## config.mk

```make
export PLATFORM = sky130hd
export DESIGN_NAME = mem_arbiter
export DESIGN_NICKNAME = d
export VERILOG_FILES = /design/src/rtl/cpu_types_pkg.sv /design/src/rtl/mem_arbiter.sv
export SDC_FILE = /design/constraint.sdc
export NUM_CORES = 1
export LEC_CHECK = 0
export ABC_CLOCK_PERIOD_IN_PS = 2200
export CAP_MARGIN = 20
export CORE_AREA = 5 5 102 104
export CTS_BUF_LIST = sky130_fd_sc_hd__clkbuf_16
export CTS_CLUSTER_SIZE = 40
export DETAILED_ROUTE_END_ITERATION = 10
export DIE_AREA = 0 0 107 109
export GPL_ROUTABILITY_DRIVEN = 0
export GPL_TIMING_DRIVEN = 0
export HOLD_SLACK_MARGIN = 0.03
export PLACE_DENSITY = 0.7
export SKIP_CTS_REPAIR_TIMING = 1
export SYNTH_ARGS = -nofsm -noshare
export SYNTH_HDL_FRONTEND = slang
export SYNTH_SLANG_ARGS = --single-unit
```

## constraint.sdc

```tcl
create_clock -name CLK -period 2.2 [get_ports CLK]
set_clock_uncertainty 0.2 [all_clocks]
set_input_delay 0.44 -clock CLK [delete_from_list [all_inputs] [get_ports CLK]]
set_output_delay 0.44 -clock CLK [all_outputs]
set_load 0.02 [all_outputs]
```

## src/rtl/cpu_types_pkg.sv

```systemverilog
// Shared CPU-side types: RAM handshake states and the memory arbiter FSM encoding.
package cpu_types_pkg;

    typedef enum logic [1:0] {
        FREE   = 2'd0,
        BUSY   = 2'd1,
        ACCESS = 2'd2,
        ERROR  = 2'd3
    } ramstate_t;

    typedef enum logic [1:0] {
        IDLE = 2'd0,
        DGNT = 2'd1,
        IGNT = 2'd2
    } arb_state_t;

endpackage

```

## src/rtl/mem_arbiter.sv

```systemverilog
// Shares the single RAM port between instruction fetch and data access, one transaction at a time.
// Data wins contention; a starvation counter forces a fetch grant; stalled grants abort on ERROR/timeout.
module mem_arbiter
    import cpu_types_pkg::*;
#(
    parameter int unsigned STARVE_LIMIT = 4,
    parameter int unsigned TIMEOUT      = 64,
    parameter int unsigned CNT_W        = 7
) (
    input  logic        CLK,
    input  logic        RST,
    input  logic        iREN,
    input  logic [31:0] iaddr,
    input  logic        dREN,
    input  logic        dWEN,
    input  logic [31:0] daddr,
    input  logic [31:0] dstore,
    input  logic [1:0]  ramstate,
    input  logic [31:0] ramload,
    output logic        ramREN,
    output logic        ramWEN,
    output logic [31:0] ramaddr,
    output logic [31:0] ramstore,
    output logic        ihit,
    output logic        dhit,
    output logic [31:0] iload,
    output logic [31:0] dload,
    output logic        abort
);

    localparam int unsigned SW = $clog2(STARVE_LIMIT + 1);

    arb_state_t       state, state_n;
    ramstate_t        rs;
    logic [SW-1:0]    starve_cnt;
    logic [CNT_W-1:0] tmo_cnt;
    logic             d_req, stall_abort;

    assign rs          = ramstate_t'(ramstate);
    assign d_req       = dREN | dWEN;
    assign stall_abort = (rs == ERROR) || (tmo_cnt == CNT_W'(TIMEOUT - 1));

    always_ff @(posedge CLK or posedge RST) begin
        if (RST) begin
            state      <= IDLE;
            starve_cnt <= '0;
            tmo_cnt    <= '0;
        end else begin
            state <= state_n;

            if (state == IDLE)
                tmo_cnt <= '0;
            else if (rs != ACCESS)
                tmo_cnt <= tmo_cnt + CNT_W'(1);

            if (!iREN || ihit)
                starve_cnt <= '0;
            else if (dhit && starve_cnt != SW'(STARVE_LIMIT))
                starve_cnt <= starve_cnt + SW'(1);
        end
    end

    // A withdrawn request ends the grant silently, ahead of completion and abort.
    always_comb begin
        state_n  = state;
        ramREN   = 1'b0;
        ramWEN   = 1'b0;
        ramaddr  = '0;
        ramstore = '0;
        ihit     = 1'b0;
        dhit     = 1'b0;
        abort    = 1'b0;
        unique case (state)
            IDLE: begin
                if (iREN && starve_cnt == SW'(STARVE_LIMIT))
                    state_n = IGNT;
                else if (d_req)
                    state_n = DGNT;
                else if (iREN)
                    state_n = IGNT;
            end
            DGNT: begin
                ramaddr  = daddr;
                ramstore = dstore;
                if (!d_req) begin
                    state_n = IDLE;
                end else begin
                    ramWEN = dWEN;
                    ramREN = dREN & ~dWEN;
                    if (rs == ACCESS) begin
                        dhit    = 1'b1;
                        state_n = IDLE;
                    end else if (stall_abort) begin
                        abort   = 1'b1;
                        state_n = IDLE;
                    end
                end
            end
            IGNT: begin
                ramaddr = iaddr;
                if (!iREN) begin
                    state_n = IDLE;
                end else begin
                    ramREN = 1'b1;
                    if (rs == ACCESS) begin
                        ihit    = 1'b1;
                        state_n = IDLE;
                    end else if (stall_abort) begin
                        abort   = 1'b1;
                        state_n = IDLE;
                    end
                end
            end
            default: state_n = IDLE;
        endcase
    end

    assign iload = ihit ? ramload : '0;
    assign dload = dhit ? ramload : '0;

endmodule

```

## Yosys cells after proc, flatten, opt, wreduce, memory -nomap -nowiden

Cells that the tools add are included.

- Flip-flop bits (word level): 12
- Bits of input ports: 135
- Output and inout bits: 133
- Logic and storage cells: 56

- $add $sub $neg: 2
- Equality and inequality tests: 9
- Multiplexer cells: 31
- Bitwise operators: 3
- Reduce and logical (&&, ||, !) cells: 8

Operator list:

| operator | number |
|---|---|
| $mux W32 | 3 |
| $pmux W32 S2 | 1 |
| $mux W2 | 7 |
| $mux W7 | 2 |
| $mux W1 | 13 |
| $add A7 B1 Y7 const B | 1 |
| $eq A7 B6 Y1 const B | 1 |
| $eq A2 B2 Y1 const B | 3 |
| $mux W3 | 2 |
| $pmux W2 S3 | 1 |
| $ne A4 B3 Y1 const B | 1 |
| $pmux W1 S2 | 2 |
| $reduce_bool A2 Y1 | 2 |
| $add A3 B1 Y3 const B | 1 |
| $eq A3 B3 Y1 const B | 1 |
| $ne A3 B3 Y1 const B | 1 |
| $eq A2 B1 Y1 const B | 1 |
| $logic_and A1 B1 Y1 | 2 |
| $logic_not A2 Y1 | 1 |
| $logic_or A1 B1 Y1 | 2 |
| $ne A2 B2 Y1 const B | 1 |
| $and A1 B1 Y1 | 1 |
| $logic_not A1 Y1 | 1 |
| $not A1 Y1 | 1 |
| $or A1 B1 Y1 | 1 |

## Longest topological paths before layout

- Depth after elaboration: 7
- Gate-level depth with buffers: 7
- Gate-level depth less buffers: 6

## Worst setup path before layout

OpenSTA, ideal clock, no wires.

- Path kind: register to output
- From: register state[0]
- To: output port iload[22]
- Arrival: 1,522 ps
- Slack: 38 ps
- Stages on the path, launching flop included: 8
- Path buffers: 2
- Cells stage by stage: dfrtp_1 > inv_1 > ha_1 > buf_2 > nand2_1 > nor2_1 > buf_2 > and2_1

- Cells in the longest elaborated chain, start to end: 3

RTL lines:

| item | line | source |
|---|---|---|
| from (decl) | mem_arbiter.sv:33 | `arb_state_t state, state_n;` |
| from (signal assigned) | mem_arbiter.sv:49 | `state <= state_n;` |
| $eq A2 B2 Y1 | mem_arbiter.sv:73 | `unique case (state)` |
| $mux W1 | mem_arbiter.sv:73 |  |
| net ihit | mem_arbiter.sv:24 | `output logic ihit,` |
| $mux W32 | mem_arbiter.sv:118 | `assign iload = ihit ? ramload : '0;` |
| to (decl) | mem_arbiter.sv:26 | `output logic [31:0] iload,` |

The timed path passes the listed nets, and every way through them passes these cells.

## Worst setup path after layout

- From: register state[0]
- To: output port iload[16]

- Cells in the longest elaborated chain, start to end: 3

RTL lines:

| item | line |
|---|---|
| $eq A2 B2 Y1 | mem_arbiter.sv:73 |
| $mux W1 | mem_arbiter.sv:73 |
| $mux W32 | mem_arbiter.sv:118 |

Every way passes these cells.

==> run_results.csv <==
group,metric,value,unit
sta,setup_viol,94,
setup_path,critPathKind,"reg -> out",
placement,dp.cells,638,
setup_path,worstPathMaxFanout,7,
routing,antenna_violating_nets_post_route,0,
clocking,cts_buffers,3,
sta,layout_setup_ws,-0.129,ns
floorplan,num_rows,36,
routing,drt_iter0_drc,108,
routing,drc_errors,0,
run,maxCapViolCount,0,
placement,place_ws,-0.917,ns
placement,io_buffers,267,
sta,setup_tns,-7.18,ns
power,leakage,0.00244,uW
logic_synthesis,synth_edf_count,0,
global_route,gr-total-overflow,0,
floorplan,start_util,20.0,%
routing,vias,2922,
global_route,use_met1,20.9,%
sta,max_slew.worst_pin.slew,0.469,ns
setup_path,path_delay_family,"buffers and inverters",
clocking,cts.sinks,12,
global_route,grt_max_degree,13,
logic_synthesis,synth_area,0.00190,mm^2
placement,hpwlAfterDp,9.71,mm
final_layout,instances_no_fill,662,
global_route,grt_pass1_wl,16.2,mm
power,ir_drop,0.414,mV
floorplan,die_area,0.0117,mm^2
logic_synthesis,synth_ff_type,"dfrtp_1",
clocking,insertion_delay,0.24,ns
setup_path,cp_cell_sequence,"inv_2, ha_4, buf_8, nand2_8, nor2_4, buf_6, buf_6, and2_4, buf_6",
final_layout,layout.nets,691,
sta,rsz0062_at_grt,"true",
logic_synthesis,synthArstFlopShare,100,%
setup_path,worst-path-stages,9,
logic_synthesis,synth_warnings,0,
logic_synthesis,ys_ff_latch,12,
sta,drv_slew,0,
logic_synthesis,syn_avg_cell_area,7.38,um^2
floorplan,num_io_pins,268,
setup_path,worstPathArrival,1.69,ns
clocking,cts_tree,"built",
setup_path,cp.required,1.56,ns
run_status,status,"finished, violations left",
routing,viasPerCell,4.41,
setup_path,start_kind,"flip-flop",
power,power.density,729,mW/mm^2
global_route,grtUsageTotal,17.4,%
sta,slew_headroom,68.7,%
floorplan,die_y,109,um
clocking,htreeDepth,1,
setup_path,crit_buf_inv,5,
setup_path,max_stage_delay,0.40,ns
routing,wl_per_cell,18.7,um
setup_path,reg2reg_depth,8,
global_route,use_met2,32.4,%
final_layout,post-route-util,56.4,%
global_route,antenna_found_initial,0,
run_status,violations,"setup timing",
clocking,clock_path_buffers,2,
floorplan,die_w,107,um
sta,fmax,429,MHz
placement,place_area,0.00471,mm^2
sta,period_share,106,%
final_layout,stdcell_area,0.00534,mm^2
routing,routed_wl,12.4,mm
logic_synthesis,synthDistinctLibCells,36,
final_layout,antenna_cells,0,
sta,finalHoldViolCount,0,
clocking,cts-root-buf,"clkbuf_16",
final_layout,drive_above_1_share,49.8,%
logic_synthesis,synthCells,257,
clocking,clkTransAtPathRegs,0.04,ns
setup_path,slowest_stage,"dfrtp_1",
global_route,met3_usage,3.32,%
global_route,grt_pass1_vias,2844,
logic_synthesis,ys_seq_area_share,15.8,%
sta,fin_crit,2.33,ns
setup_path,cp_common_cell,"buf_6",
hold_path,hold_class,"in -> async",
routing,dr.pass1.iters,4,
setup_path,endpoint_kind,"output port",
global_route,busiest_layer,"met2",
logic_synthesis,synth_fp_nets,399,
final_layout,area_delta_synth_final,182,%
floorplan,core_area,0.00946,mm^2
## power by group
part | leakage (uW) | switching, uW | internal (uW)
Clock | 0.0000385 | 93.8 | 239
Combinational | 0.00224 | 1620 | 1630
Sequential | 0.000162 | 51.4 | 260
Total | 0.00244 | 1760 | 2130
## final cells by class
cell class | count | area (um^2)
buffer | 22 | 219
clock buffer | 3 | 75.1
clock inverter | 1 | 3.75
fill | 832 | 4120
inverter | 6 | 22.5
multi-input combinational | 218 | 1800
sequential | 12 | 302
tap | 114 | 143
timing repair buffer | 286 | 2770
## synthesized netlist by cell type, types with 2 or more instances
cell / number / area [um^2]
dfrtp_1: 12 / 300
ha_1: 7 / 87.6
buf_1: 2 / 7.51
nor2_1: 12 / 45.0
and2_1: 97 / 607
nand3b_1: 2 / 15.0
xor2_1: 5 / 43.8
inv_1: 6 / 22.5
nor2b_1: 32 / 200
a22oi_1: 32 / 240
nand2_1: 2 / 7.51
nand4_1: 4 / 25.0
o21ai_1: 2 / 10.0
xnor2_1: 2 / 17.5
mux2i_1: 2 / 20.0
buf_2: 9 / 45.0
clkbuf_1: 10 / 37.5
## layer usage
layer	up-vias	part of all wire [%]
met5	-	0
met4	0	1.7
met3	18	4.6
met2	98	54
met1	1366	39
li1	1440	-
## worst paths after layout
kind / start / slack, ns / endpoint
max in group asynchronous: RST / 1.13 / state[1]$_DFFE_PP0P_
hold reg to reg: tmo_cnt[5]$_DFFE_PP0P_ / 0.37 / tmo_cnt[5]$_DFFE_PP0P_
min in group CLK: tmo_cnt[5]$_DFFE_PP0P_ / 0.37 / tmo_cnt[5]$_DFFE_PP0P_
setup / recovery: state[0]$_DFFE_PP0P_ / -0.13 / iload[16]
setup reg to reg: state[1]$_DFFE_PP0P_ / 0.30 / starve_cnt[1]$_DFFE_PP0P_
hold / removal: RST / 0.32 / tmo_cnt[2]$_DFFE_PP0P_
## cell families after synthesis
family | count (synthesis) | share of synthesized area, %
simple gates | 157 | 50.7
compound gates | 44 | 18.0
buf+inv | 28 | 6.53
flops | 12 | 15.8
xor+xnor | 7 | 3.23
fa+ha+maj | 7 | 4.62
mux | 2 | 1.06
## registers in the layout (all words and copies together), names as in the netlist
name,flops
tmo_cnt,7
state,2
starve_cnt,3
## placed cells by master, fill, tap and decap left out, types with 4 or more instances in the layout
cell	synthesis	layout
clkbuf_2	0	11
clkdlybuf4s50_1	0	130
nand4_1	4	4
buf_4	0	31
and2_1	97	30
xor2_1	5	5
a22oi_2	0	13
dfrtp_1	12	11
buf_2	9	22
inv_1	6	4
dlymetal6s2s_1	0	4
nor2b_1	32	30
nor2_1	12	10
and2_4	0	67
buf_6	1	102
a22oi_1	32	19
## through the flow
step           total power (uW)  hold slack, ns
2_1_floorplan              1810           0.105
3_3_place_gp               3130           0.338
3_5_place_dp               3170           0.353
4_1_cts                    3520           0.350
5_1_grt                    4130           0.396
6_report                   3890           0.324
No activity file was read; power rests on OpenSTA's default activity.
